### src/rtl/slv_rsp_scheduler.sv
// Round-robin arbiter sharing one AXI R channel among NREQ response sources.
// Holds the grant for a whole burst, checks payload stability and stalls.
module slv_rsp_scheduler #(
  parameter int NREQ       = 4,
  parameter int AXI_ID_W   = 8,
  parameter int AXI_DATA_W = 8,
  parameter int TIMEOUT    = 100
) (
  input  logic                       aclk,
  input  logic                       aresetn,
  input  logic                       srst,
  input  logic [NREQ-1:0]            req_valid,
  output logic [NREQ-1:0]            req_ready,
  input  logic [NREQ*AXI_ID_W-1:0]   req_id,
  input  logic [NREQ*AXI_DATA_W-1:0] req_data,
  input  logic [NREQ*2-1:0]          req_resp,
  input  logic [NREQ-1:0]            req_last,
  output logic                       rvalid,
  input  logic                       rready,
  output logic [AXI_ID_W-1:0]        rid,
  output logic [AXI_DATA_W-1:0]      rdata,
  output logic [1:0]                 rresp,
  output logic                       rlast,
  output logic [NREQ-1:0]            grant,
  output logic                       error,
  output logic                       timeout
);

  localparam int SW = $clog2(NREQ);

  typedef enum logic {
    IDLE,
    BURST
  } state_t;

  state_t          state_q, state_d;
  logic [SW-1:0]   ptr_q, ptr_d;
  logic [SW-1:0]   sel_q, sel_d;
  logic [NREQ-1:0] grant_q, grant_d;

  logic                  s_valid;
  logic [AXI_ID_W-1:0]   s_id;
  logic [AXI_DATA_W-1:0] s_data;
  logic [1:0]            s_resp;
  logic                  s_last;

  logic [2*NREQ-1:0] rot_dbl;
  logic [NREQ-1:0]   rot;
  logic [SW-1:0]     off;
  logic [SW:0]       win_sum;
  logic [SW-1:0]     win;
  logic              found;

  logic                  hold_q;
  logic [AXI_ID_W-1:0]   h_id_q;
  logic [AXI_DATA_W-1:0] h_data_q;
  logic [1:0]            h_resp_q;
  logic                  h_last_q;
  logic                  viol;
  logic                  error_q;

  logic [31:0] cnt_q, cnt_d;
  logic        timeout_q;

  logic busy, stall, done;

  always_comb begin
    s_valid = 1'b0;
    s_id    = '0;
    s_data  = '0;
    s_resp  = '0;
    s_last  = 1'b0;
    for (int i = 0; i < NREQ; i++) begin
      if (sel_q == SW'(i)) begin
        s_valid = req_valid[i];
        s_id    = req_id[i*AXI_ID_W +: AXI_ID_W];
        s_data  = req_data[i*AXI_DATA_W +: AXI_DATA_W];
        s_resp  = req_resp[i*2 +: 2];
        s_last  = req_last[i];
      end
    end
  end

  // Rotate requests so bit 0 is the pointer position; lowest set bit wins.
  assign rot_dbl = {req_valid, req_valid} >> ptr_q;
  assign rot     = rot_dbl[NREQ-1:0];

  always_comb begin
    off   = '0;
    found = 1'b0;
    for (int k = NREQ-1; k >= 0; k--) begin
      if (rot[k]) begin
        off   = SW'(k);
        found = 1'b1;
      end
    end
  end

  always_comb begin
    win_sum = {1'b0, ptr_q} + {1'b0, off};
    if (win_sum >= (SW+1)'(NREQ)) begin
      win_sum = win_sum - (SW+1)'(NREQ);
    end
    win = win_sum[SW-1:0];
  end

  assign busy   = (state_q == BURST);
  assign rvalid = busy & s_valid;
  assign rid    = rvalid ? s_id   : '0;
  assign rdata  = rvalid ? s_data : '0;
  assign rresp  = rvalid ? s_resp : '0;
  assign rlast  = rvalid & s_last;
  assign stall  = rvalid & ~rready;
  assign done   = rvalid & rready & s_last;

  always_comb begin
    req_ready = '0;
    if (busy) begin
      req_ready = grant_q & {NREQ{rready}};
    end
  end

  always_comb begin
    state_d = state_q;
    ptr_d   = ptr_q;
    sel_d   = sel_q;
    grant_d = grant_q;
    unique case (state_q)
      IDLE: begin
        if (found) begin
          state_d = BURST;
          sel_d   = win;
          grant_d = NREQ'(1) << win;
        end
      end
      BURST: begin
        if (done) begin
          state_d = IDLE;
          grant_d = '0;
          ptr_d   = (sel_q == SW'(NREQ-1)) ? '0 : sel_q + 1'b1;
        end
      end
      default: state_d = IDLE;
    endcase
  end

  assign viol = hold_q & (~s_valid |
                          (s_id   != h_id_q)   |
                          (s_data != h_data_q) |
                          (s_resp != h_resp_q) |
                          (s_last != h_last_q));

  assign cnt_d = stall ? cnt_q + 32'd1 : '0;

  always_ff @(posedge aclk or negedge aresetn) begin
    if (!aresetn) begin
      state_q   <= IDLE;
      ptr_q     <= '0;
      sel_q     <= '0;
      grant_q   <= '0;
      hold_q    <= 1'b0;
      h_id_q    <= '0;
      h_data_q  <= '0;
      h_resp_q  <= '0;
      h_last_q  <= 1'b0;
      error_q   <= 1'b0;
      cnt_q     <= '0;
      timeout_q <= 1'b0;
    end else if (srst) begin
      state_q   <= IDLE;
      ptr_q     <= '0;
      sel_q     <= '0;
      grant_q   <= '0;
      hold_q    <= 1'b0;
      h_id_q    <= '0;
      h_data_q  <= '0;
      h_resp_q  <= '0;
      h_last_q  <= 1'b0;
      error_q   <= 1'b0;
      cnt_q     <= '0;
      timeout_q <= 1'b0;
    end else begin
      state_q   <= state_d;
      ptr_q     <= ptr_d;
      sel_q     <= sel_d;
      grant_q   <= grant_d;
      hold_q    <= stall;
      h_id_q    <= s_id;
      h_data_q  <= s_data;
      h_resp_q  <= s_resp;
      h_last_q  <= s_last;
      error_q   <= error_q | viol;
      cnt_q     <= cnt_d;
      timeout_q <= (cnt_d >= 32'(TIMEOUT));
    end
  end

  assign grant   = grant_q;
  assign error   = error_q;
  assign timeout = timeout_q;

endmodule
### config.mk
export PLATFORM = sky130hd
export DESIGN_NAME = slv_rsp_scheduler
export DESIGN_NICKNAME = d
export VERILOG_FILES = /design/src/rtl/slv_rsp_scheduler.sv
export SDC_FILE = /design/constraint.sdc
export NUM_CORES = 1
export LEC_CHECK = 0
export ABC_AREA = 1
export CAP_MARGIN = 5
export CORE_UTILIZATION = 41
export CTS_BUF_LIST = sky130_fd_sc_hd__clkbuf_16
export CTS_CLUSTER_SIZE = 30
export DETAILED_ROUTE_END_ITERATION = 7
export PLACE_DENSITY_LB_ADDON = 0.2
export REMOVE_ABC_BUFFERS = 1
export SETUP_SLACK_MARGIN = 0.02
export SKIP_CTS_REPAIR_TIMING = 1
export SYNTH_ARGS = -nofsm -noshare
export SYNTH_HDL_FRONTEND = slang
export SYNTH_SLANG_ARGS = --single-unit
### constraint.sdc
create_clock -name aclk -period 2.9 [get_ports aclk]
set_input_delay 0.58 -clock aclk [delete_from_list [all_inputs] [get_ports aclk]]
set_output_delay 0.58 -clock aclk [all_outputs]
set_load 0.005 [all_outputs]
==> summary.md, run 1 <==
| Metric | Value |
|---|---|
| # diodes | 0 |
| Area delta synth->final | 43.7% |
| Metal-1 WL | between 6000 and 7000 microns |
| Routed length per instance | approximately 14 microns |
| Clk_skew | 0.00829 ns |
| Post-synth EDFFs | 0 |
| RSZ-0062 raised after global routing | false |
| Starting Density | between 40% and 50% |
| Vias | around 4900 |
| Reg2reg path depth | 13 |
| Fmax | 0.375 GHz |
| Die extent in y | roughly 110 microns |
| Final setup TNS | 0 ns |
| Length of routed met2 wiring | 6600 microns |
| GRT overflow | 0 |
| DIE WIDTH | 107 microns |
| Post-layout min period | between 2 and 3 ns |
| CP Class | reg2out |
| I/O Buffers | 113 |
| Sequential cell area | between 1500 and 2000 sq um |
| CTS Buf Count | 9 |
| DRT iter0 DRCs | 391 |
| Routed WL | roughly 14000 microns |
| Placed Cells incl. Taps | 967 |
| Int Pwr | roughly 0.0022 W |
| Net Sw Power | 0.00109 W |
| Clock power share | 33.8% |
| Final HPWL DP | ~9900 microns |
| Leakage power | between 3 and 4 nW |
| Sequential Power Share | 30.7% |
| Vias in the first global route | roughly 4600 |
| Ys flop type | dfrtp_1 |
| Unique masters post-synth | 31 |
| Critical Path RT | 2.32 ns |
| Max Buffers Root-to-Sink | 2 |
| Commonest cells after routing, fill and taps aside | nand2_1, nor2_1, clkdlybuf4s50_1 |
| Core Area | 10800 sq um |
| Fill cells | roughly 1000 |
| FF-to-FF setup slack | roughly 0.59 ns |
| Worst-Skew Late Latency | about 0.33 ns |
| Post-synthesis sequential area ratio | 34.7% |
| Syn Area/Cell | 6.32 sq um |
| PwrDens | approximately 500 nW/um^2 |
| Fin Hold WS | about 0.25 ns |
| Multi-input combinational cell area | about 2600 sq um |
| Layout cells sized above 1 | about an eighth |
| Max-slew violation count | 0 |
| Slew margin rel. | between 60% and 70% |
| Worst-Margin Slew | ~0.58 ns |
| Initial antenna violation count | 0 |
| Net count, final | 944 |
| Seq cells post-synth | 63 |
| CTS Sinks | 63 |
| Ys Warns | 0 |
| Worst r2r src | sel_q[1] |
| Drt first pass iters | 4 |
| Routed vias/inst | 4.87 |
| Largest net degree at the start of global routing | 64 |
| Worst Path Max Fanout | 13 |
| Overall routing resource usage | a little under a quarter |
| Post-synthesis cell count | roughly 720 |
| CP Capture Type | output port |
| Worst IR Drop VDD | roughly 0.00028 V |
| Site Rows | 38 |
| Final GP Congestion | approximately 0.86 |
| Combinational power share | between 30% and 40% |
| Clock slew at reported path FFs | around 0.060 ns |
| Final hold viol count | 0 |
| Root Driver | clkbuf_16 |
| H-tree Lvls | 3 |
| Post-Layout Cell Count | around 1000 |
| Async set or reset register ratio after synthesis | between 90% and 100% |
| Mapped cell area | between 4000 and 5000 sq um |
| Top layer in use | met4 |
| Final antenna-violating net count | 0 |
| Critical path arrival | 2.09 ns |
| Worst reg2reg path endpoint | cnt_q[7] |
| Worst setup SP type | flip-flop |
| Met3 wire length | around 900 microns |
| First-pass GRT wire length | 21400 microns |
| Max-cap violations | 0 |
| IO Pins | roughly 110 |
| Die Area | 11500 sq um |
| DRC viols | 0 |
| Worst min path class | in2async |
| Switching Share | 33.5% |
| Commonest non-fill, non-tap cell in the layout | nand2_1 |
| TritonCTS clock tree | yes |
| Period Utilization, post-route | around 92% |
| Status | finished, final reports clean |
| Final setup viols | 0 |
## layer usage
| metal | vias to the layer above | track usage [%] |
|---|---|---|
| li1 | 2491 | - |
| met2 | 126 | 42.2 |
| met1 | 2236 | 29.8 |
| met4 | 0 | 5.97 |
| met5 | - | 0 |
| met3 | 15 | 3.87 |
## cell usage after synthesis (4+ instances only)
master / count / area (sq um)
nor2_2: 14 / 87.6
o21ai_1: 7 / 35.0
inv_1: 73 / 274
nand3_1: 48 / 240
nand4_1: 4 / 25.0
buf_2: 9 / 45.0
xnor2_1: 10 / 87.6
o21ai_0: 10 / 50.1
inv_2: 5 / 18.8
nor2_1: 133 / 499
nor2_4: 4 / 45.0
clkbuf_1: 7 / 26.3
nor3_1: 7 / 35.0
or2_2: 9 / 56.3
nand3_2: 4 / 40.0
xor2_1: 12 / 105
ha_1: 6 / 75.1
nand3b_1: 9 / 67.6
nand2_1: 247 / 927
dfrtp_1: 63 / 1580
a21oi_1: 24 / 120
## logic make-up after synthesis
| group | Yosys count | synth area share (%) |
|---|---|---|
| compound gates | 47 | 5.53 |
| xor+xnor | 22 | 4.24 |
| fa+ha+maj | 6 | 1.65 |
| buf+inv | 98 | 8.75 |
| flops | 63 | 34.7 |
| simple gates | 483 | 45.1 |
## worst max-delay path: stages (launching register included)
cell	delay (ns)
dfrtp_2	0.46
inv_4	0.11
ha_4	0.18
inv_2	0.05
nand2_1	0.06
nand3_1	0.08
a21oi_2	0.18
nand2_2	0.12
buf_12	0.17
buf_4	0.13
nor2_1	0.08
dlymetal6s2s_1	0.13
## power by group through the flow
stage | registers [W] | logic (W) | clock network (W)
after floorplan | 0.000998 | 0.000594 | 0
after global placement | 0.00100 | 0.00106 | 0
after detailed placement | 0.00101 | 0.00107 | 0
after CTS | 0.000992 | 0.00107 | 0.00112
after global routing | 0.00101 | 0.00130 | 0.00116
final | 0.000999 | 0.00116 | 0.00110
## final cells by class
class,count,area share [%]
clock inverter,7,1.23
inverter,78,4.60
sequential,63,24.2
tap,140,2.68
clock buffer,9,3.45
timing repair buffer,144,23.7
multi-input combinational,558,40.2
## flip-flops by register name, indices dropped and copies added, names as in the netlist
register,flops
cnt_q,32
h_data_q,8
h_id_q,8
grant,4
h_resp_q,2
ptr_q,2
sel_q,2
busy,1
error,1
h_last_q,1
hold_q,1
timeout,1
## how the worst max path moves through the flow
stage / from / end / depth (start not counted)
floorplan: sel_q[0] / grant[0] / 13
global placement: req_valid[0] / rdata[5] / 9
detailed placement: req_valid[0] / rdata[6] / 9
CTS: sel_q[0] / rdata[6] / 9
global route: sel_q[1] / rdata[4] / 11
finish: sel_q[1] / rdata[4] / 11
## stage by stage
| step | util [%] | instance area, sq um | power, W | setup slack, ns |
|---|---|---|---|---|
| finish | 60.3 | 6530 | 0.00326 | 0.235 |
| global route | 60.3 | 6530 | 0.00346 | 0.133 |
| CTS | 57.3 | 6210 | 0.00319 | -0.235 |
| detailed placement | 54.5 | 5900 | 0.00208 | 0.00286 |
| global placement | 54.5 | 5900 | 0.00207 | 0.0368 |
| floorplan | - | 4440 | 0.00159 | 0.372 |
No activity file was read; power rests on OpenSTA's default activity.
==> run 2: changes to the inputs <==
--- a/config.mk
+++ b/config.mk
@@ -9,6 +9,7 @@
 export CAP_MARGIN = 5
 export CORE_UTILIZATION = 41
 export CTS_BUF_LIST = sky130_fd_sc_hd__clkbuf_16
+export CTS_CLUSTER_DIAMETER = 60
 export CTS_CLUSTER_SIZE = 30
 export DETAILED_ROUTE_END_ITERATION = 7
 export PLACE_DENSITY_LB_ADDON = 0.2
==> constraint.sdc (replaced) <==
create_clock -name aclk -period 2.95 [get_ports aclk]
set_input_delay 0.59 -clock aclk [delete_from_list [all_inputs] [get_ports aclk]]
set_output_delay 0.59 -clock aclk [all_outputs]
set_load 0.005 [all_outputs]
==> summary.md, run 2 (same netlist as run 1, synthesis figures left out) <==
| Metric | Value |
|---|---|
| Post-Layout Cell Count | 987 (was 999) |
| Worst setup SP type | flip-flop (unchanged) |
| Switching Share | 33.1% (was 33.5%) |
| CTS Buf Count | 9 (unchanged) |
| Die Area | 11500 sq um (unchanged) |
| Vias in the first global route | 4502 (was 4551) |
| Area delta synth->final | 41.9% (was 43.7%) |
| Grt met2 use | 41.9% (was 42.2%) |
| Combinational power share | 34.1% (was 35.5%) |
| Starting Density | 41.9% (unchanged) |
| Routed WL | 13700 microns (about the same) |
| Net count, final | 932 (was 944) |
| DIE WIDTH | 107 microns (unchanged) |
| Largest Register | cnt_q (unchanged) |
| # diodes | 0 (unchanged) |
| Sequential Power Share | 30.0% (was 30.7%) |
| Max-slew violation count | 0 (unchanged) |
| Clock slew at reported path FFs | 0.06 ns (about the same) |
| Final HPWL DP | 9930 microns (was 9880 microns) |
| Initial antenna violation count | 0 (unchanged) |
| Commonest non-fill, non-tap cell in the layout | nand2_1 (unchanged) |
| Core Util, Final | 59.5% (was 60.3%) |
| Final setup viols | 0 (unchanged) |
| Worst min path class | in2async (unchanged) |
| GRT overflow | 0 (unchanged) |
| CP Class | reg2out (unchanged) |
| Status | finished, final reports clean (unchanged) |
| Worst Path Max Fanout | 21 (was 13) |
| Critical Path RT | 2.36 ns (was 2.32 ns) |
| M1 GR Usage | 31.3% (was 29.8%) |
| Max-cap violations | 0 (unchanged) |
| Placed Cells incl. Taps | 964 (was 967) |
| I/O Buffers | 113 (unchanged) |
| Clk_skew | 0.00885 ns (was 0.00829 ns) |
| Drt first pass iters | 7 (was 4) |
| Slowest cell on crit path | clkdlybuf4s50_1 (was dfrtp_2) |
| Fill cells | 1045 (was 1042) |
| Core Area | 10800 sq um (unchanged) |
| Post-layout min period | roughly 2.9 ns |
| DRC viols | 0 (unchanged) |
| CP Capture Type | output port (unchanged) |
| Largest net degree at the start of global routing | 37 (was 64) |
| Cells along the critical path | buf_4, ha_4, buf_12, inv_1, nor2_1, a21oi_2, nand2_2, buf_12, inv_2, clkdlybuf4s50_1 (was inv_4, ha_4, inv_2, nand2_1, nand3_1, a21oi_2, nand2_2, buf_12, buf_4, nor2_1, dlymetal6s2s_1) |
| IO Pins | 114 (unchanged) |
| Period Utilization, post-route | 97.2% |
| Layout cells sized above 1 | 11.3% (was 11.6%) |
| Most frequent CP cell | buf_12 |
| Clock power share | 35.9% (was 33.8%) |
| Routed vias/inst | 4.87 (about the same) |
| GRT met3 Usage | 4.00% (was 3.87%) |
| Max stage delay on crit path | 0.48 ns (was 0.46 ns) |
| Site Rows | 38 (unchanged) |
| TritonCTS clock tree | yes (unchanged) |
| CTS Sinks | 63 (unchanged) |
| Commonest cells after routing, fill and taps aside | nand2_1, nor2_1, clkdlybuf4s50_1 (unchanged) |
| Final hold viol count | 0 (unchanged) |
| Leakage power | 3.29 nW (was 3.35 nW) |
| Routed length per instance | 13.9 microns (was 13.7 microns) |
| Worst IR Drop VDD | 0.000263 V (was 0.000278 V) |
| Busiest metal layer after global routing | met2 (unchanged) |
| Root Driver | clkbuf_16 (unchanged) |
| Final setup TNS | 0 ns (unchanged) |
| Final GP Congestion | 0.877 (was 0.857) |
| Worst-Margin Slew | 0.736 ns (was 0.582 ns) |
| Largest register FFs | 32 (unchanged) |
| Final antenna-violating net count | 0 (unchanged) |
| Critical path arrival | 2.28 ns (was 2.09 ns) |
| Worst-Skew Late Latency | 0.33 ns (about the same) |
| PwrDens | 506 nW/um^2 (was 499 nW/um^2) |
| Overall routing resource usage | 24.0% (was 23.7%) |
| Int Pwr | 0.00218 W (was 0.00217 W) |
| Die extent in y | 107 microns (unchanged) |
| First-pass GRT wire length | 21700 microns (was 21400 microns) |
| Max Buffers Root-to-Sink | 2 (unchanged) |
| Biggest regs | cnt_q (32), h_data_q (8), h_id_q (8) (unchanged) |
| Fmax | around 0.35 GHz |
| Slew margin rel. | 50.9% (was 61.2%) |
| Net Sw Power | 0.00108 W (was 0.00109 W) |
| H-tree Lvls | 3 (unchanged) |
| Vias | 4810 (was 4868) |
| DRT iter0 DRCs | 304 (was 391) |
==> run 2: worst paths after layout <==
path / endpoint / startpoint / depth (start not counted) / slack (ns)
setup reg to reg: cnt_q[7] / sel_q[0] / 13 / 0.59
min in group aclk: cnt_q[0] / cnt_q[0] / 1 / 0.49
setup / recovery: rvalid / sel_q[0] / 10 / 0.08
hold / removal: h_id_q[7] / aresetn / 1 / 0.32
hold reg to reg: cnt_q[0] / cnt_q[0] / 1 / 0.49
max in group asynchronous: cnt_q[4] / aresetn / 2 / 1.99
==> run 2: layout make-up <==
cell class	instances	area, sq um	area share (%)
repair buffers	132	1430	22.1
inverters	78	299	4.64
well taps	140	175	2.72
multi-input cells	558	2640	41.0
flip-flops and latches	63	1580	24.5
clock inverters	7	105	1.63
clock buffers	9	225	3.49
==> run 2: through the flow <==
| stage | hold slack (ns) | total power (W) | worst slack (ns) | instance area (sq um) |
|---|---|---|---|---|
| floorplan | 0.294 | 0.00156 | 0.422 | 4440 |
| finish | 0.316 | 0.00326 | 0.0830 | 6450 |
| global placement | 0.481 | 0.00202 | 0.101 | 5880 |
| CTS | 0.339 | 0.00322 | -0.165 | 6210 |
| detailed placement | 0.483 | 0.00204 | 0.0531 | 5880 |
| global route | 0.366 | 0.00345 | -0.000821 | 6450 |
==> run 2: worst max-delay path, delay by kind of cell (launching register included) <==
family | cells | cell delay [ns]
compound gates | 1 | 0.13
fa+ha+maj | 1 | 0.18
buf+inv | 6 | 1.09
flops | 1 | 0.41
simple gates | 2 | 0.13
==> run 2: power groups by stage <==
stage | sequential [W] | combinational [W] | clock [W]
2_1_floorplan | 0.000981 | 0.000583 | 0
3_3_place_gp | 0.000986 | 0.00104 | 0
3_5_place_dp | 0.000990 | 0.00105 | 0
4_1_cts | 0.000974 | 0.00105 | 0.00119
5_1_grt | 0.000986 | 0.00124 | 0.00123
6_report | 0.000977 | 0.00111 | 0.00117
==> run 2: layer usage <==
| layer | wire [microns] | up-vias |
|---|---|---|
| met1 | 6380 | 2214 |
| met2 | 6490 | 127 |
| met3 | 751 | 8 |
| li1 | - | 2461 |
| met5 | 0 | - |
| met4 | 95 | 0 |
==> variant 1, RTL diff (flow settings as in run 2) <==
Make the reset (`aresetn`) synchronous in one clocked block.
--- a/src/rtl/slv_rsp_scheduler.sv
+++ b/src/rtl/slv_rsp_scheduler.sv
@@ -153,5 +153,5 @@
   assign cnt_d = stall ? cnt_q + 32'd1 : '0;
 
-  always_ff @(posedge aclk or negedge aresetn) begin
+  always_ff @(posedge aclk) begin
     if (!aresetn) begin
       state_q   <= IDLE;
Function: differs if aresetn is asserted again (counterexample within 4 cycles, from zero or initial values and one cycle with aresetn low); with aresetn held inactive, the same outputs for 10 cycles.
==> variant 1 against run 2 <==
The run now ends with negative setup slack left; worst setup slack worse by 140 ps; sequential cell count is the same; design area decreased by 8.2%; synthesized cell count grew 2.9%; count of clock-buffer cells in the layout unchanged; wire length down 7.7%; hold slack improved by 140 ps; area after synthesis is 4.6% lower; highest routed layer unchanged.
Power is not compared: it rests on default switching activity, and its combinational part moved more than twofold at a synthesized area within 25%.
==> variant 1: results (changes against run 2) <==
[worst_hold_path]
hp-class=flip-flop to flip-flop  ; was input port to asynchronous set/reset pin

[route]
dr.pass1.iters=5  ; was 7
viasPerCell=4.74  ; was 4.87
vias=4726  ; was 4810
drtIter0Drc=231  ; was 304
drt-met1-wl_um=5790  ; was 6380 µm
wl_met2_um=5900  ; was 6490 µm
routed_wl_um=12700  ; was 13700 µm

[finish]
fillers=1030  ; was 1045
fin_area_um2=5920  ; was 6450 µm²
seqCellArea_um2=1260  ; was 1580 µm²
inverters=89  ; was 78
buf_share=0.211  ; was 0.221
layout.nets=947  ; was 932
multi_input_cells=567  ; was 558

[placed_design]
dpl.hpwl_um=9750  ; was 9930 µm
placed_cell_area_um2=5620  ; was 5880 µm²
place_inst=982  ; was 964
globalplace.congestion=0.887  ; was 0.877
pre_cts_ws_ps=-34.9  ; was 53.1 ps

[timing]
setup_viol=19  ; was 0
fin_setup_tns_ps=-623  ; was 0 ps
finalWorstSetupSlack_ps=-57.0  ; was 83.0 ps
finClkSkew_ps=5.65  ; was 8.85 ps

[grt]
grt.met3_usage=0.0331  ; was 0.0400
grt_pass1_vias=4524  ; was 4502
grt_max_degree=34  ; was 37
grt_usage=0.240  ; about the same
grt_use_met1=0.300  ; was 0.313
globalRouteMet2Util=0.429  ; was 0.419

[worst_setup_path]
arrival_ps=2420  ; was 2280 ps

[synthesis]
yosys-top-cells-count=nand2_1, nor2_1, inv_1  ; unchanged
async_flop_share=0  ; was 1.00
synth_ff_type=dfxtp_1  ; was dfrtp_1
netlist_area_um2=4340  ; was 4550 µm²
ys_seq_area_frac=0.291  ; was 0.347
syn_area_per_cell_um2=5.86  ; was 6.32 µm²

[outcome]
outcome=complete, but fails checks  ; was finished, final reports clean
failed_checks=negative setup slack

-- variant 1: cell types whose count changed after synthesis, moves of 5 or more --
cell / delta
a21oi_1: +5
dfrtp_1: -63
dfxtp_1: +63
inv_1: +11
nand2_1: -11
nand3b_1: -6
nor2_1: +32
nor2_2: -9
nor3_1: -5
o21ai_0: -6
-- variant 1: cells by family (layout without fill, tap and decap cells) --
group | Yosys count | after routing | synth area share
XOR/XNOR | 18 | 18 | 0.0381
AND/OR/NAND/NOR | 490 | 490 | 0.473
AO/OA/AOI/OAI | 53 | 53 | 0.0719
flip-flops | 63 | 63 | 0.291
buffers and inverters | 110 | 230 | 0.109
adder cells (fa/ha/maj) | 6 | 6 | 0.0173
-- variant 1: power breakdown --
group	leakage (nW)	internal (mW)	switching, mW
Sequential	0.511	0.874	0.0141
Clock	0.135	0.638	0.369
Combinational	1.93	0.239	0.262
Total	2.58	1.75	0.645
-- variant 1: worst paths after layout --
path                                       startpoint                   end  slack [ps]  cells after the start
worst max-delay path            sel_q[1]$_SDFFE_PP0P_                rid[0]         -60                      9
worst min-delay path                hold_q$_SDFF_PP0_      error$_SDFF_PP0_         460                      2
worst max register to register  sel_q[1]$_SDFFE_PP0P_  cnt_q[18]$_SDFF_PP0_         550                     11
worst min register to register      hold_q$_SDFF_PP0_      error$_SDFF_PP0_         460                      2
-- variant 1: worst max-delay path: stages (launching register included) --
cell	delay, ps
dfxtp_1	340
inv_1	110
ha_2	270
inv_4	120
o21ai_2	140
nand2_2	70
a22oi_4	200
nand2_8	170
nor2_1	150
clkdlybuf4s50_1	510
==> variant 2, RTL diff (config.mk and constraints of run 2) <==
Made on the original files. The parameter `AXI_ID_W` goes from 8 to 6.
--- a/src/rtl/slv_rsp_scheduler.sv
+++ b/src/rtl/slv_rsp_scheduler.sv
@@ -3,5 +3,5 @@
 module slv_rsp_scheduler #(
   parameter int NREQ       = 4,
-  parameter int AXI_ID_W   = 8,
+  parameter int AXI_ID_W   = 6,
   parameter int AXI_DATA_W = 8,
   parameter int TIMEOUT    = 100
Ports: changed (resized req_id and rid); port bits go from 114 to 104. The function was not compared with the original's and may differ.
==> variant 2 against run 2 <==
The flow now finishes with violations (negative setup slack); utilization rose by 0.70 points; critical path depth shrank 1; wire length is 2.3% lower; area after synthesis shrank 0.50%; global-route usage down 0.73 points; synthesized cell count shrank 2.8%; total power shrank 4.0%; design area decreased by 1.9%; sequential cell count fell by 2; combinational power up 5%; cell count fell by 2.6%; worst setup slack worse by 160 ps; sequential power fell by 2.1%; largest power group is now combinational logic.
==> variant 2: results (changes against run 2) <==
[worst_setup_path]
path_max_fanout=18  ; was 21
arrival_ps=2430  ; was 2280 ps
reg2reg_slack_ps=660  ; was 590 ps
r2r_cells=11  ; was 13
cp-endpoint=rid[0]  ; was rvalid

[finish]
multi_input_cells=544  ; was 558
clk_share=0.0449  ; was 0.0512
multi_input_area_um2=2770  ; was 2640 µm²
buffers=123  ; was 132
buf_share=0.199  ; was 0.221
design.seq.count=61  ; was 63
fin_util=0.602  ; was 0.595
layout.nets=902  ; was 932
fillers=990  ; was 1045
inverters=81  ; was 78
seqCellArea_um2=1530  ; was 1580 µm²
reg.largest.list=cnt_q (32), h_data_q (8), h_id_q (6)  ; was cnt_q (32), h_data_q (8), h_id_q (8)

[route]
viasPerCell=4.94  ; was 4.87
vias=4743  ; was 4810
drt-met1-wl_um=6040  ; was 6380 µm
dr.pass1.iters=4  ; was 7
drtIter0Drc=305  ; was 304
wl_met2_um=6210  ; was 6490 µm
wl_per_cell_um=13.9  ; about the same

[power]
power.leakage_nw=3.30  ; was 3.29 nW
comb_power_mw=1.17  ; was 1.11 mW
worst_ir_drop_vdd_v=0.000286  ; was 0.000263 V
intPower_mw=2.05  ; was 2.18 mW
pwr-share-clk=0.320  ; was 0.359

[timing]
setup_viol=2  ; was 0
slew-limit-headroom=0.419  ; was 0.509
fin_hold_ws_ps=260  ; was 316 ps
finalWorstSetupSlack_ps=-73.7  ; was 83.0 ps

[grt]
grt_use_met1=0.300  ; was 0.313
grt_max_degree=62  ; was 37
grt_usage=0.233  ; was 0.240
grt.met3_usage=0.0298  ; was 0.0400
globalRouteMet2Util=0.394  ; was 0.419
grt_pass1_wl_um=21000  ; was 21700 µm

[placed_design]
placed_cell_area_um2=5730  ; was 5880 µm²
globalplace.congestion=0.947  ; was 0.877
place_inst=931  ; was 964
pre_cts_ws_ps=-6.32  ; was 53.1 ps
dpl.hpwl_um=9840  ; was 9930 µm

[synthesis]
synth_cell_types=42  ; was 31
synthTopCellsByArea=dfrtp_1, nand2_1, nor2_1  ; unchanged
ys_seq_area_frac=0.337  ; was 0.347
syn_area_per_cell_um2=6.47  ; was 6.32 µm²

[outcome]
outcome=complete, but fails checks  ; was finished, final reports clean
failed_checks=negative setup slack

[variant 2: cell count changes after synthesis, sizes merged, moves of 3 or more]
cell           run 2  this run
nand4              4        11
nand3             52        46
nand2            248       243
nor2             151       146
xnor2             10         5
a21oi             25        22
clkbuf             7         4
nand3b             9         6
o211ai             0         3
o21ai             19        16
xor2              12        15
[variant 2: kinds of logic (layout without fill, tap and decap cells)]
| kind of cell | after synthesis | in the layout | synth area share |
|---|---|---|---|
| simple gates | 471 | 474 | 0.460 |
| buf+inv | 97 | 220 | 0.0871 |
| xor+xnor | 20 | 20 | 0.0437 |
| compound gates | 44 | 44 | 0.0550 |
| fa+ha+maj | 6 | 6 | 0.0166 |
| flops | 61 | 61 | 0.337 |
[variant 2: critical path, cell delays in order, from the launching register on]
cell and delay, ps:
dfrtp_1 380, inv_2 80, ha_1 270, clkinv_4 160
o211ai_2 130, a21oi_4 210, buf_6 160, nand2_8 90
nor2_2 120, clkdlybuf4s50_1 500
